### src/rtl/definition_pkg.sv
`default_nettype none
// ============================================================================
// Module      : definition (package)
// Description : Shared width, timeout default and FSM state encoding for the
//               stage sequencer and its frame buffer.
// Revision    : 1.0 - initial release
// ============================================================================
package definition;

    // Token / result width shared with the stage block.
    localparam int att_width   = 16;

    // Default number of cycles st_en may stay high without st_end.
    localparam int SEQ_TIMEOUT = 255;

    typedef enum logic [2:0] {
        IDLE  = 3'd0,
        LOAD  = 3'd1,
        ISSUE = 3'd2,
        WAIT  = 3'd3,
        GAP   = 3'd4,
        DRAIN = 3'd5,
        ERR   = 3'd6
    } seq_state_t;

endpackage
`default_nettype wire

### src/rtl/stage_sequencer_frame_buf.sv
`default_nettype none
// ============================================================================
// Module      : seq_frame_buf
// Description : Two independent N_TOK-entry register arrays. tok_buf holds
//               the frame received from upstream, res_buf holds the stage
//               results. Each array has one synchronous write port and one
//               combinational read port. Contents are not reset.
// Ports       : clk                         clock
//               tok_we/tok_waddr/tok_wdata  token write port
//               tok_raddr/tok_rdata         token read port
//               res_we/res_waddr/res_wdata  result write port
//               res_raddr/res_rdata         result read port
// Revision    : 1.0 - initial release
// ============================================================================
module seq_frame_buf #(
    parameter int N_TOK = 16,
    parameter int DW    = 16,
    parameter int IW    = $clog2(N_TOK)
) (
    input  logic          clk,
    input  logic          tok_we,
    input  logic [IW-1:0] tok_waddr,
    input  logic [DW-1:0] tok_wdata,
    input  logic [IW-1:0] tok_raddr,
    output logic [DW-1:0] tok_rdata,
    input  logic          res_we,
    input  logic [IW-1:0] res_waddr,
    input  logic [DW-1:0] res_wdata,
    input  logic [IW-1:0] res_raddr,
    output logic [DW-1:0] res_rdata
);

    logic [DW-1:0] r_tok [N_TOK];
    logic [DW-1:0] r_res [N_TOK];

    always_ff @(posedge clk) begin
        if (tok_we) begin
            r_tok[tok_waddr] <= tok_wdata;
        end
        if (res_we) begin
            r_res[res_waddr] <= res_wdata;
        end
    end

    assign tok_rdata = r_tok[tok_raddr];
    assign res_rdata = r_res[res_raddr];

endmodule
`default_nettype wire

### src/rtl/stage_sequencer.sv
`default_nettype none
// ============================================================================
// Module      : stage_sequencer
// Description : Initiator-side driver for a 2-head stage block. Buffers one
//               frame of N_TOK tokens, issues them one at a time over the
//               st_en / st_end protocol, captures each result and replays the
//               frame downstream over valid/ready.
// Ports       : clk, rstn (async active-low), clr (sync clear)
//               in_valid/in_ready/in_data        upstream token interface
//               bias_1/bias_2                    biases, latched on 1st token
//               st_en/st_data/st_bias_1/2        stage request
//               st_end/st_result                 stage completion
//               out_valid/out_ready/out_data     downstream result interface
//               busy, done (1-cycle pulse), err (sticky timeout)
// Revision    : 1.0 - initial release
// ============================================================================
module stage_sequencer
    import definition::*;
#(
    parameter int N_TOK   = 16,
    parameter int TIMEOUT = SEQ_TIMEOUT,
    parameter int DW      = att_width
) (
    input  logic          clk,
    input  logic          rstn,
    input  logic          clr,
    input  logic          in_valid,
    output logic          in_ready,
    input  logic [DW-1:0] in_data,
    input  logic [DW-1:0] bias_1,
    input  logic [DW-1:0] bias_2,
    output logic          st_en,
    output logic [DW-1:0] st_data,
    output logic [DW-1:0] st_bias_1,
    output logic [DW-1:0] st_bias_2,
    input  logic          st_end,
    input  logic [DW-1:0] st_result,
    output logic          out_valid,
    input  logic          out_ready,
    output logic [DW-1:0] out_data,
    output logic          busy,
    output logic          done,
    output logic          err
);

    localparam int IW = $clog2(N_TOK);
    localparam int CW = $clog2(TIMEOUT + 1);

    localparam logic [IW-1:0] c_last_idx = IW'(N_TOK - 1);
    // The counter holds the number of WAIT cycles already spent without
    // st_end. Erroring when it would step to TIMEOUT bounds st_en high time
    // to exactly TIMEOUT cycles; st_end in that final cycle still wins.
    localparam logic [CW-1:0] c_cnt_lim  = CW'(TIMEOUT - 1);

    seq_state_t    r_state;
    seq_state_t    w_state_nxt;

    logic [IW-1:0] r_idx;
    logic [CW-1:0] r_cnt;
    logic          r_err;
    logic          r_st_en;
    logic [DW-1:0] r_st_data;
    logic [DW-1:0] r_bias_1;
    logic [DW-1:0] r_bias_2;

    logic          w_last;
    logic          w_tok_we;
    logic [IW-1:0] w_tok_waddr;
    logic [DW-1:0] w_tok_rdata;
    logic          w_res_we;
    logic [DW-1:0] w_res_rdata;

    assign w_last = (r_idx == c_last_idx);

    // ------------------------------------------------------------------
    // FSM: state register
    // ------------------------------------------------------------------
    always_ff @(posedge clk or negedge rstn) begin
        if (!rstn) begin
            r_state <= IDLE;
        end else begin
            r_state <= w_state_nxt;
        end
    end

    // ------------------------------------------------------------------
    // FSM: next state and handshake outputs
    // ------------------------------------------------------------------
    always_comb begin
        w_state_nxt = r_state;
        in_ready    = 1'b0;
        out_valid   = 1'b0;
        done        = 1'b0;

        case (r_state)
            IDLE: begin
                in_ready = 1'b1;
                if (in_valid) begin
                    w_state_nxt = LOAD;
                end
            end
            LOAD: begin
                in_ready = 1'b1;
                if (in_valid && w_last) begin
                    w_state_nxt = ISSUE;
                end
            end
            ISSUE: begin
                w_state_nxt = WAIT;
            end
            WAIT: begin
                if (st_end) begin
                    w_state_nxt = GAP;
                end else if (r_cnt == c_cnt_lim) begin
                    w_state_nxt = ERR;
                end
            end
            GAP: begin
                w_state_nxt = w_last ? DRAIN : ISSUE;
            end
            DRAIN: begin
                out_valid = 1'b1;
                if (out_ready && w_last) begin
                    done        = 1'b1;
                    w_state_nxt = IDLE;
                end
            end
            ERR: begin
                w_state_nxt = ERR;
            end
            default: begin
                w_state_nxt = IDLE;
            end
        endcase

        // Clear overrides everything; nothing handshakes in that cycle.
        if (clr) begin
            w_state_nxt = IDLE;
            in_ready    = 1'b0;
            out_valid   = 1'b0;
            done        = 1'b0;
        end
    end

    // ------------------------------------------------------------------
    // Datapath: index, timeout counter, stage request registers, error
    // ------------------------------------------------------------------
    always_ff @(posedge clk or negedge rstn) begin
        if (!rstn) begin
            r_idx     <= '0;
            r_cnt     <= '0;
            r_err     <= 1'b0;
            r_st_en   <= 1'b0;
            r_st_data <= '0;
            r_bias_1  <= '0;
            r_bias_2  <= '0;
        end else if (clr) begin
            r_idx   <= '0;
            r_cnt   <= '0;
            r_err   <= 1'b0;
            r_st_en <= 1'b0;
        end else begin
            case (r_state)
                IDLE: begin
                    if (in_valid) begin
                        r_bias_1 <= bias_1;
                        r_bias_2 <= bias_2;
                        r_idx    <= IW'(1);
                    end
                end
                LOAD: begin
                    if (in_valid) begin
                        r_idx <= w_last ? '0 : r_idx + IW'(1);
                    end
                end
                ISSUE: begin
                    r_st_data <= w_tok_rdata;
                    r_st_en   <= 1'b1;
                    r_cnt     <= '0;
                end
                WAIT: begin
                    if (st_end) begin
                        r_st_en <= 1'b0;
                    end else begin
                        r_cnt <= r_cnt + CW'(1);
                        if (r_cnt == c_cnt_lim) begin
                            r_err   <= 1'b1;
                            r_st_en <= 1'b0;
                        end
                    end
                end
                GAP: begin
                    r_idx <= w_last ? '0 : r_idx + IW'(1);
                end
                DRAIN: begin
                    if (out_ready) begin
                        r_idx <= w_last ? '0 : r_idx + IW'(1);
                    end
                end
                default: begin
                end
            endcase
        end
    end

    // ------------------------------------------------------------------
    // Frame storage
    // ------------------------------------------------------------------
    assign w_tok_we    = in_valid && in_ready;
    assign w_tok_waddr = (r_state == IDLE) ? '0 : r_idx;
    assign w_res_we    = (r_state == WAIT) && st_end && !clr;

    seq_frame_buf #(
        .N_TOK (N_TOK),
        .DW    (DW),
        .IW    (IW)
    ) u_frame_buf (
        .clk       (clk),
        .tok_we    (w_tok_we),
        .tok_waddr (w_tok_waddr),
        .tok_wdata (in_data),
        .tok_raddr (r_idx),
        .tok_rdata (w_tok_rdata),
        .res_we    (w_res_we),
        .res_waddr (r_idx),
        .res_wdata (st_result),
        .res_raddr (r_idx),
        .res_rdata (w_res_rdata)
    );

    // ------------------------------------------------------------------
    // Outputs
    // ------------------------------------------------------------------
    assign st_en     = r_st_en;
    assign st_data   = r_st_data;
    assign st_bias_1 = r_bias_1;
    assign st_bias_2 = r_bias_2;
    assign out_data  = out_valid ? w_res_rdata : '0;
    assign busy      = (r_state != IDLE);
    assign err       = r_err;

endmodule
`default_nettype wire

### config.mk
export PLATFORM = sky130hd
export DESIGN_NAME = stage_sequencer
export DESIGN_NICKNAME = d
export VERILOG_FILES = /design/src/rtl/definition_pkg.sv /design/src/rtl/stage_sequencer_frame_buf.sv /design/src/rtl/stage_sequencer.sv
export SDC_FILE = /design/constraint.sdc
export NUM_CORES = 1
export LEC_CHECK = 0
export CORE_MARGIN = 10
export CORE_UTILIZATION = 45
export CTS_CLUSTER_SIZE = 14
export DETAILED_ROUTE_END_ITERATION = 10
export DONT_BUFFER_PORTS = 1
export HOLD_SLACK_MARGIN = 0.05
export SYNTH_ARGS = -nofsm -noshare
export SYNTH_HDL_FRONTEND = slang
export SYNTH_SLANG_ARGS = --single-unit
### constraint.sdc
create_clock -name clk -period 4.1 [get_ports clk]
set_input_delay 1.025 -clock clk [delete_from_list [all_inputs] [get_ports clk]]
set_output_delay 1.025 -clock clk [all_outputs]
set_load 0.02 [all_outputs]
==> results of run 1 <==
## cell families (layout without fill, tap and decap cells)
family,Yosys count,after routing,synth area share (%)
flops,577,577,75.23
mux,235,235,15.50
simple gates,147,147,3.228
compound gates,125,125,3.931
buf+inv,70,183,1.694
fa+ha+maj,7,7,0.3875
xor+xnor,1,1,0.03876
other cells,0,3,0
## final cells by class
class	instances	area, µm²	share of cell area [%]
Timing Repair Buffer	71	578.1	2.259
Tap cell	672	840.8	3.285
Sequential cell	577	17010	66.48
Multi-Input combinational cell	515	5296	20.70
Clock buffer	75	1524	5.955
Inverter	5	18.77	0.07334
Clock inverter	32	314.1	1.227
Antenna cell	3	7.507	0.02933
## power breakdown
group	switching (mW)	total, mW	internal [mW]
combinational	0.821	1.72	0.899
clock	2.17	5.12	2.94
sequential	0.663	7.38	6.72
## synthesized netlist by cell type, drive strengths merged, types with 2 or more instances
cell	n	area (µm²)
a21oi	15	75.07
mux2i	108	1081
and3	4	25.02
o21ai	8	40.04
buf	51	311.5
or2	9	56.30
nor4	3	18.77
edfxtp	512	15370
dfrtp	65	1627
mux4	88	1982
nand2	33	123.9
o221ai	13	113.9
nor3	6	50.05
or4	3	22.52
inv	5	18.77
o31ai	4	30.03
nand3	10	50.05
a31oi	5	31.28
nand2b	11	68.82
and2	2	12.51
nand4	4	25.02
nand3b	4	30.03
o32a	9	90.09
o22ai	36	225.2
a22oi	8	60.06
ha	7	87.58
o21a	5	37.54
nor2	53	201.5
mux2	39	439.2
a41oi	7	61.31
clkbuf	14	52.55
o22a	4	35.03
a211oi	4	30.03
## layout by cell type (no fill, tap or decap), types with 4 or more instances in the layout
| cell type | netlist | routed |
|---|---|---|
| clkbuf_1 | 14 | 15 |
| o31ai_1 | 4 | 4 |
| edfxtp_1 | 512 | 512 |
| o22ai_1 | 36 | 36 |
| ha_1 | 7 | 7 |
| nand3_1 | 10 | 10 |
| mux4_2 | 88 | 88 |
| nand2b_1 | 11 | 10 |
| o221ai_1 | 13 | 13 |
| dfrtp_1 | 65 | 62 |
| o21ai_0 | 8 | 8 |
| o22a_1 | 4 | 4 |
| and3_1 | 4 | 4 |
| a211oi_1 | 4 | 4 |
| nor2_2 | 1 | 28 |
| bufinv_16 | 0 | 5 |
| buf_4 | 12 | 68 |
| nand2_1 | 33 | 33 |
| or2_2 | 9 | 9 |
| mux2i_1 | 108 | 108 |
| clkbuf_16 | 0 | 57 |
| clkinv_2 | 0 | 8 |
| a22oi_1 | 8 | 8 |
| o21a_1 | 5 | 5 |
| a21oi_1 | 15 | 14 |
| nand4_1 | 4 | 4 |
| nor2_1 | 52 | 25 |
| a41oi_1 | 7 | 7 |
| a31oi_1 | 5 | 5 |
| inv_1 | 5 | 5 |
| o32a_1 | 9 | 9 |
| nand3b_1 | 4 | 4 |
| mux2_2 | 38 | 38 |
| clkinv_1 | 0 | 15 |
## repair_timing
item,4_1_cts,5_1_grt
hold buffers,0,0
gates resized for setup,0,1
setup endpoints to repair,0,7
buffers inserted,0,1
## critical path: cells and delay by family (launching register included)
kind                   cells  cell delay [ns]
AOI/OAI and AO/OA          1             0.37
buffers and inverters      1             0.20
and+or+nand+nor            2             1.09
DFF                        1             0.63
## registers in the layout, summed over array words and instances, names as in the netlist
register / flops
u_frame_buf.r_res: 256
u_frame_buf.r_tok: 256
st_en: 1
r_idx: 4
r_cnt: 8
st_bias_1: 16
err: 1
st_data: 16
r_state: 3
st_bias_2: 16
## routing by layer
metal  up-vias  GRT usage, %
li1       4867             -
met1      5923         21.50
met2       294         27.85
met3        56         4.622
met4         0         3.909
met5         -             0
## worst max-delay path by stage
stage	cells past startpoint	startpoint	endpoint
after global routing	4	r_state[2]	out_data[9]
after detailed placement	4	clr	out_data[1]
after CTS	5	r_idx[0]	out_data[1]
after floorplan	6	clr	out_data[10]
final	4	r_state[2]	out_data[1]
after global placement	4	clr	out_data[12]
==> results_dict.tcl, run 1 <==
set metrics [dict create \
    status "finished clean" \
    rsz0062_at_grt "no" \
    p_total_mw 14.22 \
    antenna_found_initial 0 \
    ys_types 53 \
    critPathKind "register to primary output" \
    r2r_cells 6 \
    slew_headroom_pct 31.83 \
    cts.path.max_buffers 3 \
    syn-cell-area_mm2 0.02260 \
    design.portCount 140 \
    firstDrtPassIters 5 \
    worst_setup_path_start_kind "register" \
    dr_wl_met3_mm 3.399 \
    finalCritPeriodShare_pct 96.17 \
    path_max_fanout 16 \
    fp-row-count 82 \
    area_delta_synth_final_pct 13.24 \
    chipHeight_um 244.1 \
    fin_ws_ns 0.1571 \
    cts.reportedPaths.clkPinSlew_ns 0.06 \
    fmax_mhz 253.6 \
    slowest_stage "dfrtp_1" \
    syn_inst 1162 \
    synth_edf_count 512 \
    place_area_mm2 0.02372 \
    cts_tree "done" \
    crit_required_ns 3.07 \
    route.vias.total 11140 \
    layout-drive-gt1-share_pct 25.33 \
    finalSetupTns_ns 0 \
    ant_nets 0 \
    grt_pass1_vias 11500 \
    drt_iter0_drc 924 \
    slowest_delay_ns 0.63 \
    port_buffers 0 \
    synth_seq_cells 577 \
    rr_startpoint "r_idx[1]" \
    die_x_um 244.1 \
    tightest_slew_ns 1.023 \
    rrSetupSlack_ns 0.62 \
    post_drt_via_cell_ratio 5.713 \
    grt_use_total_pct 16.72 \
    ys_async_sr_fraction_pct 11.27 \
    maxUsedRoutingLayer "met4" \
    post_drt_wl_per_cell_um 25.74 \
    grt_pass1_wl_mm 75.41 \
    hold_ws_ns 0.09799 \
    r2r_end "st_data[12]" \
    drv_slew 0 \
    clock_latency_ns 0.62 \
    vdd_drop_max_v 0.0003868 \
    dp_cells 1839 \
    setup_viol 0 \
    ys_seq_area_share_pct 75.23 \
    place_worst_setup_slack_ns 0.3836 \
    max_cap_violations 0 \
    timing.final.hold_violations 0 \
    end_kind "primary output" \
    fin_nets 1304 \
    power_leakage_nw 7.999 \
    syn-num-nets 1239 \
    wl_mm 50.20 \
    cts_buffers 57 \
    grt_overflow_total 0 \
    skew_ns 0.01016 \
    nFillCells 4071 \
    clock-sinks 577 \
    fin_cells 1950 \
    grt_max_degree 68 \
    place_congestion 0.7483 \
    hp-class "input pin to asynchronous set/reset pin" \
    htree_num_levels 2 \
    clockRootBuffer "clkbuf_16" \
    synth_ff_type "edfxtp_1" \
    final_util_pct 51.32 \
    p_per_area_mw_per_mm2 555.5 \
    dieArea_mm2 0.05959 \
    core_mm2 0.04986 \
    critPathArrivalTime_ns 2.92 \
    stdcell_area_mm2 0.02559 \
    syn_avg_cell_area_um2 19.45 \
    dp_hpwl_mm 29.45 \
    path_cells "and4bb_2, nand2_1, o22ai_1, buf_4" \
    period_minus_slack_ns 3.943 \
    wl_met2_mm 25.42 \
    yosys_warnings 0 \
    post-route-drc-count 0 \
    drt-met1-wl_mm 20.57 \
    start_util_pct 45.33 \
]
No activity file was read; power rests on OpenSTA's default activity.
==> inputs of run 2 (changes only) <==
- GPL_ROUTABILITY_DRIVEN: unset -> 0
- SKIP_CTS_REPAIR_TIMING: unset -> 1
==> results of run 2 <==
No change in the layout: final DEF, timing and power equal those of run 1.
